<file path="src/rtl/ex_div_pkg.sv">
// Shared constants for the EX-stage divider: op codes, bus widths, reset level
// and divider FSM state encodings.
package ex_div_pkg;

  localparam int REG_BUS_W = 32;
  localparam int ALU_OP_W  = 8;

  localparam logic [ALU_OP_W-1:0]  EXE_DIV_OP  = 8'b0001_1010;
  localparam logic [ALU_OP_W-1:0]  EXE_DIVU_OP = 8'b0001_1011;
  localparam logic [ALU_OP_W-1:0]  EXE_NOP_OP  = 8'b0000_0000;
  localparam logic [REG_BUS_W-1:0] ZERO_WORD   = '0;
  localparam logic                 RST_ENABLE  = 1'b1;

  localparam logic [1:0] DIV_FREE    = 2'b00;
  localparam logic [1:0] DIV_BY_ZERO = 2'b01;
  localparam logic [1:0] DIV_ON      = 2'b10;
  localparam logic [1:0] DIV_END     = 2'b11;

endpackage

</file>
<file path="src/rtl/ex_div_step.sv">
// One restoring shift-subtract step: shifts the next dividend bit into the
// partial remainder and subtracts the divisor when it fits.
module div_step #(
  parameter int DATA_W = 32
) (
  input  logic [DATA_W-1:0] rem_i,
  input  logic              bit_i,
  input  logic [DATA_W-1:0] divisor_i,
  output logic [DATA_W-1:0] rem_o,
  output logic              q_o
);

  logic [DATA_W:0] part;
  logic [DATA_W:0] diff;

  // The remainder is always below the divisor, so a set MSB after the
  // subtraction can only mean a borrow.
  always_comb begin
    part  = {rem_i, bit_i};
    diff  = part - {1'b0, divisor_i};
    q_o   = ~diff[DATA_W];
    rem_o = q_o ? diff[DATA_W-1:0] : part[DATA_W-1:0];
  end

endmodule

</file>
<file path="src/rtl/ex_div.sv">
// Multi-cycle signed/unsigned divider in EX; stalls the front of the pipe while busy.
// Optional macro DIV_FAST_PATH_EN: skips RUN when |divisor| > |dividend|.
module ex_div
  import ex_div_pkg::*;
#(
  parameter int DATA_W = 32,
  parameter int CNT_W  = 6
) (
  input  logic                clk,
  input  logic                rst,
  input  logic [ALU_OP_W-1:0] ex_aluop,
  input  logic [DATA_W-1:0]   ex_reg1,
  input  logic [DATA_W-1:0]   ex_reg2,
  input  logic                annul_i,
  output logic                stallreq_o,
  output logic [DATA_W-1:0]   div_hi_o,
  output logic [DATA_W-1:0]   div_lo_o,
  output logic                div_valid_o
);

  logic [1:0]        state_q, state_d;
  logic [CNT_W-1:0]  cnt_q, cnt_d;
  logic [DATA_W-1:0] dq_q, dq_d;
  logic [DATA_W-1:0] divisor_q, divisor_d;
  logic [DATA_W-1:0] rem_q, rem_d;
  logic              sign_q_q, sign_q_d;
  logic              sign_r_q, sign_r_d;
  logic [DATA_W-1:0] hi_q, hi_d;
  logic [DATA_W-1:0] lo_q, lo_d;

  logic              is_div, is_signed, stall_c;
  logic [DATA_W-1:0] abs1, abs2, rem_nx, quo_nx;
  logic              q_bit;

  div_step #(.DATA_W(DATA_W)) u_step (
    .rem_i     (rem_q),
    .bit_i     (dq_q[DATA_W-1]),
    .divisor_i (divisor_q),
    .rem_o     (rem_nx),
    .q_o       (q_bit)
  );

  // dq_q shifts dividend bits out of the top and quotient bits in at the bottom.
  always_comb begin
    is_div    = (ex_aluop == EXE_DIV_OP) || (ex_aluop == EXE_DIVU_OP);
    is_signed = (ex_aluop == EXE_DIV_OP);
    abs1      = (is_signed && ex_reg1[DATA_W-1]) ? -ex_reg1 : ex_reg1;
    abs2      = (is_signed && ex_reg2[DATA_W-1]) ? -ex_reg2 : ex_reg2;
    quo_nx    = {dq_q[DATA_W-2:0], q_bit};
  end

  always_comb begin
    state_d   = state_q;
    cnt_d     = cnt_q;
    dq_d      = dq_q;
    divisor_d = divisor_q;
    rem_d     = rem_q;
    sign_q_d  = sign_q_q;
    sign_r_d  = sign_r_q;
    hi_d      = hi_q;
    lo_d      = lo_q;
    stall_c   = 1'b0;
    case (state_q)
      DIV_FREE: begin
        if (is_div && !annul_i) begin
          stall_c   = 1'b1;
          dq_d      = abs1;
          divisor_d = abs2;
          rem_d     = '0;
          cnt_d     = '0;
          sign_q_d  = is_signed & (ex_reg1[DATA_W-1] ^ ex_reg2[DATA_W-1]);
          sign_r_d  = is_signed & ex_reg1[DATA_W-1];
          if (ex_reg2 == '0)
            state_d = DIV_BY_ZERO;
`ifdef DIV_FAST_PATH_EN
          else if (abs2 > abs1)
            state_d = DIV_BY_ZERO;
`endif
          else
            state_d = DIV_ON;
        end
      end
      DIV_BY_ZERO: begin
        if (annul_i) begin
          state_d = DIV_FREE;
          cnt_d   = '0;
        end else begin
          stall_c = 1'b1;
          state_d = DIV_END;
          lo_d    = '0;
`ifdef DIV_FAST_PATH_EN
          // Shared with the fast path: a non-zero divisor here means the quotient is 0.
          if (divisor_q == '0)
            hi_d = '0;
          else
            hi_d = sign_r_q ? -dq_q : dq_q;
`else
          hi_d    = '0;
`endif
        end
      end
      DIV_ON: begin
        if (annul_i) begin
          state_d = DIV_FREE;
          cnt_d   = '0;
        end else begin
          stall_c = 1'b1;
          rem_d   = rem_nx;
          dq_d    = quo_nx;
          cnt_d   = cnt_q + CNT_W'(1);
          if (cnt_q == CNT_W'(DATA_W - 1)) begin
            state_d = DIV_END;
            cnt_d   = '0;
            lo_d    = sign_q_q ? -quo_nx : quo_nx;
            hi_d    = sign_r_q ? -rem_nx : rem_nx;
          end
        end
      end
      default: begin
        state_d = DIV_FREE;
      end
    endcase
  end

  always_ff @(posedge clk) begin
    if (rst == RST_ENABLE) begin
      state_q   <= DIV_FREE;
      cnt_q     <= '0;
      dq_q      <= '0;
      divisor_q <= '0;
      rem_q     <= '0;
      sign_q_q  <= 1'b0;
      sign_r_q  <= 1'b0;
      hi_q      <= '0;
      lo_q      <= '0;
    end else begin
      state_q   <= state_d;
      cnt_q     <= cnt_d;
      dq_q      <= dq_d;
      divisor_q <= divisor_d;
      rem_q     <= rem_d;
      sign_q_q  <= sign_q_d;
      sign_r_q  <= sign_r_d;
      hi_q      <= hi_d;
      lo_q      <= lo_d;
    end
  end

  assign stallreq_o  = stall_c & ~rst;
  assign div_hi_o    = hi_q;
  assign div_lo_o    = lo_q;
  assign div_valid_o = (state_q == DIV_END);

endmodule

</file>
<file path="config.mk">
export PLATFORM = sky130hd
export DESIGN_NAME = ex_div
export DESIGN_NICKNAME = d
export VERILOG_FILES = /design/src/rtl/ex_div_pkg.sv /design/src/rtl/ex_div_step.sv /design/src/rtl/ex_div.sv
export SDC_FILE = /design/constraint.sdc
export NUM_CORES = 1
export LEC_CHECK = 0
export ABC_AREA = 1
export CORE_MARGIN = 2
export CORE_UTILIZATION = 51
export CTS_CLUSTER_SIZE = 16
export DETAILED_ROUTE_END_ITERATION = 6
export PLACE_DENSITY = 0.81
export SLEW_MARGIN = 20
export SYNTH_ARGS = -nofsm -noshare
export SYNTH_HDL_FRONTEND = slang
export SYNTH_SLANG_ARGS = --single-unit
</file>
<file path="constraint.sdc">
create_clock -name clk -period 8.3 [get_ports clk]
set_clock_uncertainty 0.1 [all_clocks]
set_input_delay 0.83 -clock clk [delete_from_list [all_inputs] [get_ports clk]]
set_output_delay 0.83 -clock clk [all_outputs]
set_load 0.02 [all_outputs]
</file>
==> metrics, run 1 <==
Max H-tree Level=4; Vias=14,000; WS Path Type=reg -> reg; Peak supply drop=0.128 mV; drt via density=approximately 5.5; Worst path most repeated cell=nand2_1; NetSw=745 uW; Final nets=2,320; worst-path maximum fanout=33; total core area=24,400 um2; clk buf depth=2; design internal power=approximately 1500 uW; Peak Freq=a little under 200 MHz; DR iter-0 viols=1,245; Crit path required time=8.57 ns; postcts setup bufs=0; Util after Layout=between 60% and 70%; Clk pin slew, worst setup/hold paths=roughly 0.07 ns; Fillers=2,374; Root Buffer=clkbuf_16; CTS tree=built; cts bufs inserted=17; Post-DRT Antenna Nets=0; Clock power frac=37.2%; status=complete, no violations; Post-Synthesis Cells=~2,100; power density over the cells=150 nW/um2; Setup TNS Final=0 ns; critical path endpoint category=flop; #FFs+latches synth=170; Period Utilization, post-route=60.6%; die area=26,100 um2; clock latency on the worst-skew pair=0.44 ns; CP arrival=5.30 ns; Worst path max stage delay=0.40 ns; Post-synth EDFFs=0; cts hold-fix bufs=0; Worst slew margin=roughly two fifths; I/O pins=141; Rows=57; Cell variety after synth=53; # setup viols final=0; Critical-path top delay cell=fa_1; fin crit period=slightly above 5 ns; Comb power frac=between 20 and 25%; chip width=162 um; Initial Util=51.9%; post-synth net total=2,226; Slew @ Worst Pin=about 0.87 ns; max_cap viols=0; Leak=slightly below 0.007 uW; commonest cells after routing, fill and taps aside=nand2_1, inv_1, a21oi_1; Final Power=2220 uW; CTS sink count=170; first-pass GRT wire length=approximately 62 mm; Flop pwr share=approximately two fifths; vias in the first global route=12,700; Worst setup SP type=flop; Hold Vio Cnt, Final=0; RSZ-0062 raised after global routing=no; ys async rst share=0%; worst hold path type=reg -> reg; switch share=33.5%; drt pass-1 iters=6; final WL=roughly 39 mm; Ys Warns=0; share of layout cells above drive strength 1=just under 5%; Post-Syn Area per Cell=6.01 um2; Die Ht=162 um; DRC viols=0; commonest non-fill, non-tap cell in the layout=nand2_1; post-DP HPWL=29.5 mm; DR WL/cell=15.2 um; post-synthesis sequential area ratio=a little over a quarter; predominant post-synthesis flop cell=dfxtp_1; ANT cells=0; gpl congestion=0.951; Overall Global Routing Usage=29.0%; mapped cell area=12,700 um2; PostCTS Resize Cnt=0; Area Growth Syn to Fin=17.0%; largest net degree at the start of global routing=88; initial antenna violation count=0; Slew Limit Fails=0; grt ovf=0; I/O Buffers=140
-- stage by stage --
step / instance area [um2] / setup slack, ns / cells / hold slack (ns)
floorplan: 12700 / 4.17 / 2109 / 0.343
detailed placement: 14200 / 3.17 / 2508 / 0.355
finish: 14800 / 3.27 / 2539 / 0.364
global placement: 14200 / 3.30 / 2508 / 0.352
global route: 14800 / 2.71 / 2539 / 0.375
CTS: 14800 / 3.16 / 2539 / 0.365
-- synth_stat cells (2+ instances only) --
library cell	instances	area, um2
a211oi_1	8	60.1
a21o_1	4	30.0
a21oi_1	245	1230
a221oi_1	3	26.3
a31oi_1	4	25.0
and2_1	4	25.0
buf_1	3	11.3
buf_2	5	25.0
buf_4	3	22.5
buf_6	5	56.3
clkbuf_1	59	221
dfxtp_1	170	3400
ha_1	41	513
inv_1	282	1060
nand2_1	609	2290
nand2_2	32	200
nand2_4	3	33.8
nand3_1	130	651
nand3_2	4	40.0
nand3b_1	10	75.1
nand4_1	13	81.3
nor2_1	171	642
nor2_2	5	31.3
nor2_4	4	45.0
nor3_1	41	205
nor3b_1	2	15.0
nor4_1	7	43.8
o211ai_1	12	90.1
o21ai_0	131	656
o21ai_1	2	10.0
o21ai_2	3	26.3
o21bai_1	6	45.0
o221ai_1	3	26.3
o31ai_1	4	30.0
o41ai_1	2	17.5
or2_2	4	25.0
or4_1	2	15.0
xnor2_1	16	140
xor2_1	43	377
-- layer usage --
| layer | wire length [um] | track usage (%) | up-vias |
|---|---|---|---|
| met5 | 0 | 0 | - |
| met4 | 1230 | 10.0 | 0 |
| met3 | 2220 | 3.34 | 95 |
| met2 | 18700 | 51.2 | 491 |
| met1 | 16400 | 36.7 | 6382 |
| li1 | - | - | 6983 |
-- power by group through the flow --
stage	clock network (uW)	registers, uW	logic, uW
3_5_place_dp	0	870	536
3_3_place_gp	0	869	530
5_1_grt	867	854	612
2_1_floorplan	0	864	392
6_report	827	852	545
4_1_cts	830	852	539
-- worst paths after layout --
check,from,end,slack (ns),cells after the start
setup / recovery,dq_q[31],div_lo_o[30],3.27,32
hold / removal,div_hi_o[6],div_hi_o[6],0.36,2
setup reg to reg,dq_q[31],div_lo_o[30],3.27,32
hold reg to reg,div_hi_o[6],div_hi_o[6],0.36,2
-- registers in the layout (all words and copies together), names as in the netlist --
name       cells
sign_q_q       1
div_hi_o      32
cnt_q          6
rem_q         32
div_lo_o      32
state_q        2
sign_r_q       1
dq_q          32
divisor_q     32
-- critical path: cells and delay by family, from the launching register on --
family	cells	cell delay, ns
buffers and inverters	6	0.52
AOI/OAI and AO/OA	5	0.63
adders and majority gates	3	0.88
and+or+nand+nor	18	2.50
DFF	1	0.33
-- cell type report --
cell class / instances / area, um2 / area share (%)
sequential: 170 / 3400 / 23.0
tap: 324 / 405 / 2.73
clock inverter: 11 / 135 / 0.911
inverter: 284 / 1070 / 7.19
multi-input combinational: 1579 / 7870 / 53.1
clock buffer: 20 / 467 / 3.15
timing repair buffer: 151 / 1480 / 9.99
-- logic make-up after synthesis --
family | count (synthesis) | share of synthesized area, %
and+or+nand+nor | 1046 | 35.3
adders and majority gates | 42 | 4.21
buffers and inverters | 360 | 11.2
DFF | 170 | 26.9
AOI/OAI and AO/OA | 432 | 18.3
xor gates and xnor gates | 59 | 4.08
Power figures use the tool's default switching activity.
==> run 2, diff against run 1 <==
- PLACE_DENSITY: 0.81 -> 0.84
- clock period: 8.3 -> 4.45 ns (I/O delays scaled with it)
==> run 2 against run 1 <==
Routed wire length grew 5.9%. Die area is the same. Sequential power grew 87%. Largest cell class unchanged. Combinational power grew 96%.
==> metrics, run 2 (synthesized netlist as in run 1, its figures left out) <==
status=complete, no violations; Slew Limit Fails=0 (unchanged); Period Utilization, post-route=93.8% (+33 points); CTS tree=built; CP arrival=4.45 ns (-0.85 ns); Hold Vio Cnt, Final=0 (unchanged); I/O Buffers=140 (unchanged); M3 GR Usage=5.32% (+2.0 points); Worst path max stage delay=0.34 ns (-0.06 ns); initial antenna violation count=0 (unchanged); Storage cell area=3400 um2 (unchanged); I/O pins=141 (unchanged); vias in the first global route=13,200 (+4.2%); Leak=0.00689 uW (+1.6%); gpl congestion=0.981 (+3.1%); die area=26,100 um2 (unchanged); commonest non-fill, non-tap cell in the layout=nand2_1; Worst Setup SP=dq_q[31]; Final nets=2,341 (+0.91%); FF-to-FF End=div_lo_o[30]; grt ovf=0 (unchanged); commonest cells after routing, fill and taps aside=nand2_1, inv_1, a21oi_1; Post-DRT Antenna Nets=0 (unchanged); final WL=40.8 mm (+5.9%); drt pass-1 iters=6 (unchanged); Setup WS pre-CTS=0.0350 ns (-3.14 ns); chip width=162 um (unchanged); Critical-path top delay cell=dfxtp_1; WS Path Type=reg -> reg; Max H-tree Level=4 (unchanged); critical path endpoint category=flop; clk buf depth=2 (unchanged); Hold Path Depth=2 (unchanged); Setup TNS Final=0 ns (unchanged); Peak supply drop=0.232 mV (+81%); Rows=57 (unchanged); Crit path required time=4.73 ns (-3.84 ns); share of layout cells above drive strength 1=6.26% (+1.3 points); reg2reg start=dq_q[31]; fin crit period=4.17 ns (-0.861 ns); Reg2Reg Depth=32 (unchanged); area of the multi-input gates=7930 um2 (+0.79%); cts hold-fix bufs=0 (unchanged); DR WL/cell=15.9 um (+5.0%); Area Growth Syn to Fin=18.8%; total core area=24,400 um2 (unchanged); Initial Util=51.9% (unchanged); max_cap viols=0 (unchanged); Overall Global Routing Usage=30.7% (+1.7 points); Peak Freq=240 MHz (+21%); drt via density=5.57 (+1.4%); Vias=14,300 (+2.2%); power density over the cells=280 nW/um2 (+87%); CTS sink count=170 (unchanged); Cell Area, Placed=14,300 um2 (+0.85%); # setup viols final=0 (unchanged); worst-path maximum fanout=6 (-82%); largest net degree at the start of global routing=80 (-9.1%); Worst slew margin=37.2% (-4.5 points); clock latency on the worst-skew pair=0.45 ns (about the same); Fillers=2,332 (-1.8%); met1 Use GR=39.1% (+2.4 points); Clk pin slew, worst setup/hold paths=0.08 ns (about the same); DR iter-0 viols=1,429 (+15%); Die Ht=162 um (unchanged); worst hold path type=reg -> reg; Top Usage Layer GRT=met2; Root Buffer=clkbuf_16; Slew @ Worst Pin=0.942 ns (+0.0675 ns); cts bufs inserted=17 (unchanged); Worst setup endpoint=div_lo_o[30]; met2 usage=51.0% (-0.19 points); Final Cell Area=15,000 um2 (+1.5%); Worst setup SP type=flop; ANT cells=0 (unchanged); post-DP HPWL=30.6 mm (+3.7%); first-pass GRT wire length=65.0 mm (+4.7%); Final WS setup=0.278 ns (-2.99 ns); R2R Setup Slk=0.28 ns (-2.99 ns); DRC viols=0 (unchanged)
==> run 2: cell count changes in the layout (fill, tap and decap cells not counted), moves of 3 or more <==
cell / before / now
inv_6: 2 / 5
clkbuf_8: 3 / 0
clkinv_8: 0 / 3
buf_4: 12 / 33
==> run 2: worst min-delay path by stage <==
stage                        startpoint            end  slack [ns]
after floorplan           divisor_q[11]  divisor_q[11]        0.34
after global placement     div_hi_o[20]   div_hi_o[20]        0.35
final                      div_hi_o[20]   div_hi_o[20]        0.37
after CTS                  div_hi_o[20]   div_hi_o[20]        0.37
after detailed placement   div_lo_o[15]   div_lo_o[15]        0.36
after global routing       div_hi_o[20]   div_hi_o[20]        0.38
==> run 2: critical path, delay by kind of cell (launching register included) <==
| family | cells | cell delay [ns] |
|---|---|---|
| DFF | 1 | 0.34 |
| and+or+nand+nor | 18 | 1.94 |
| AOI/OAI and AO/OA | 5 | 0.53 |
| buffers and inverters | 6 | 0.49 |
| adders and majority gates | 3 | 0.69 |
==> run 2: area by class of cell <==
type	count	share of cell area, %
multi-input cells	1579	52.7
inverters	284	7.08
well taps	324	2.69
flip-flops and latches	170	22.6
repair buffers	172	10.9
clock inverters	15	1.18
clock buffers	17	2.83
==> run 2: report_power, final <==
group          leakage [uW]  switching (uW)  internal, uW
Combinational       0.00522             727           341
Clock              0.000293             753           805
Sequential          0.00137            37.8          1550
==> run 2: repair_timing <==
action / in CTS / in global routing
cloned: 0 / 0
gates resized for setup: 1 / 16
endpoints found under the setup margin: 1 / 5
setup buffers: 0 / 5
pin swaps: 0 / 7
==> run 2: layer usage <==
layer / routed length (um) / share of wire, % / up-vias
met2: 18800 / 46 / 670
met1: 17000 / 42 / 6427
met4: 1750 / 4.3 / 0
li1: - / - / 7035
met5: 0 / 0 / -
met3: 3260 / 8.0 / 132
==> run 2: stage by stage <==
stage               util, %  total power [uW]  hold WS [ns]  std cells
finish                 61.7              4220         0.365       2561
global route           61.7              4390         0.384       2561
CTS                    61.3              4170         0.368       2556
detailed placement     58.8              2640         0.355       2524
global placement       58.8              2630         0.352       2524
floorplan                 -              2340         0.343       2109
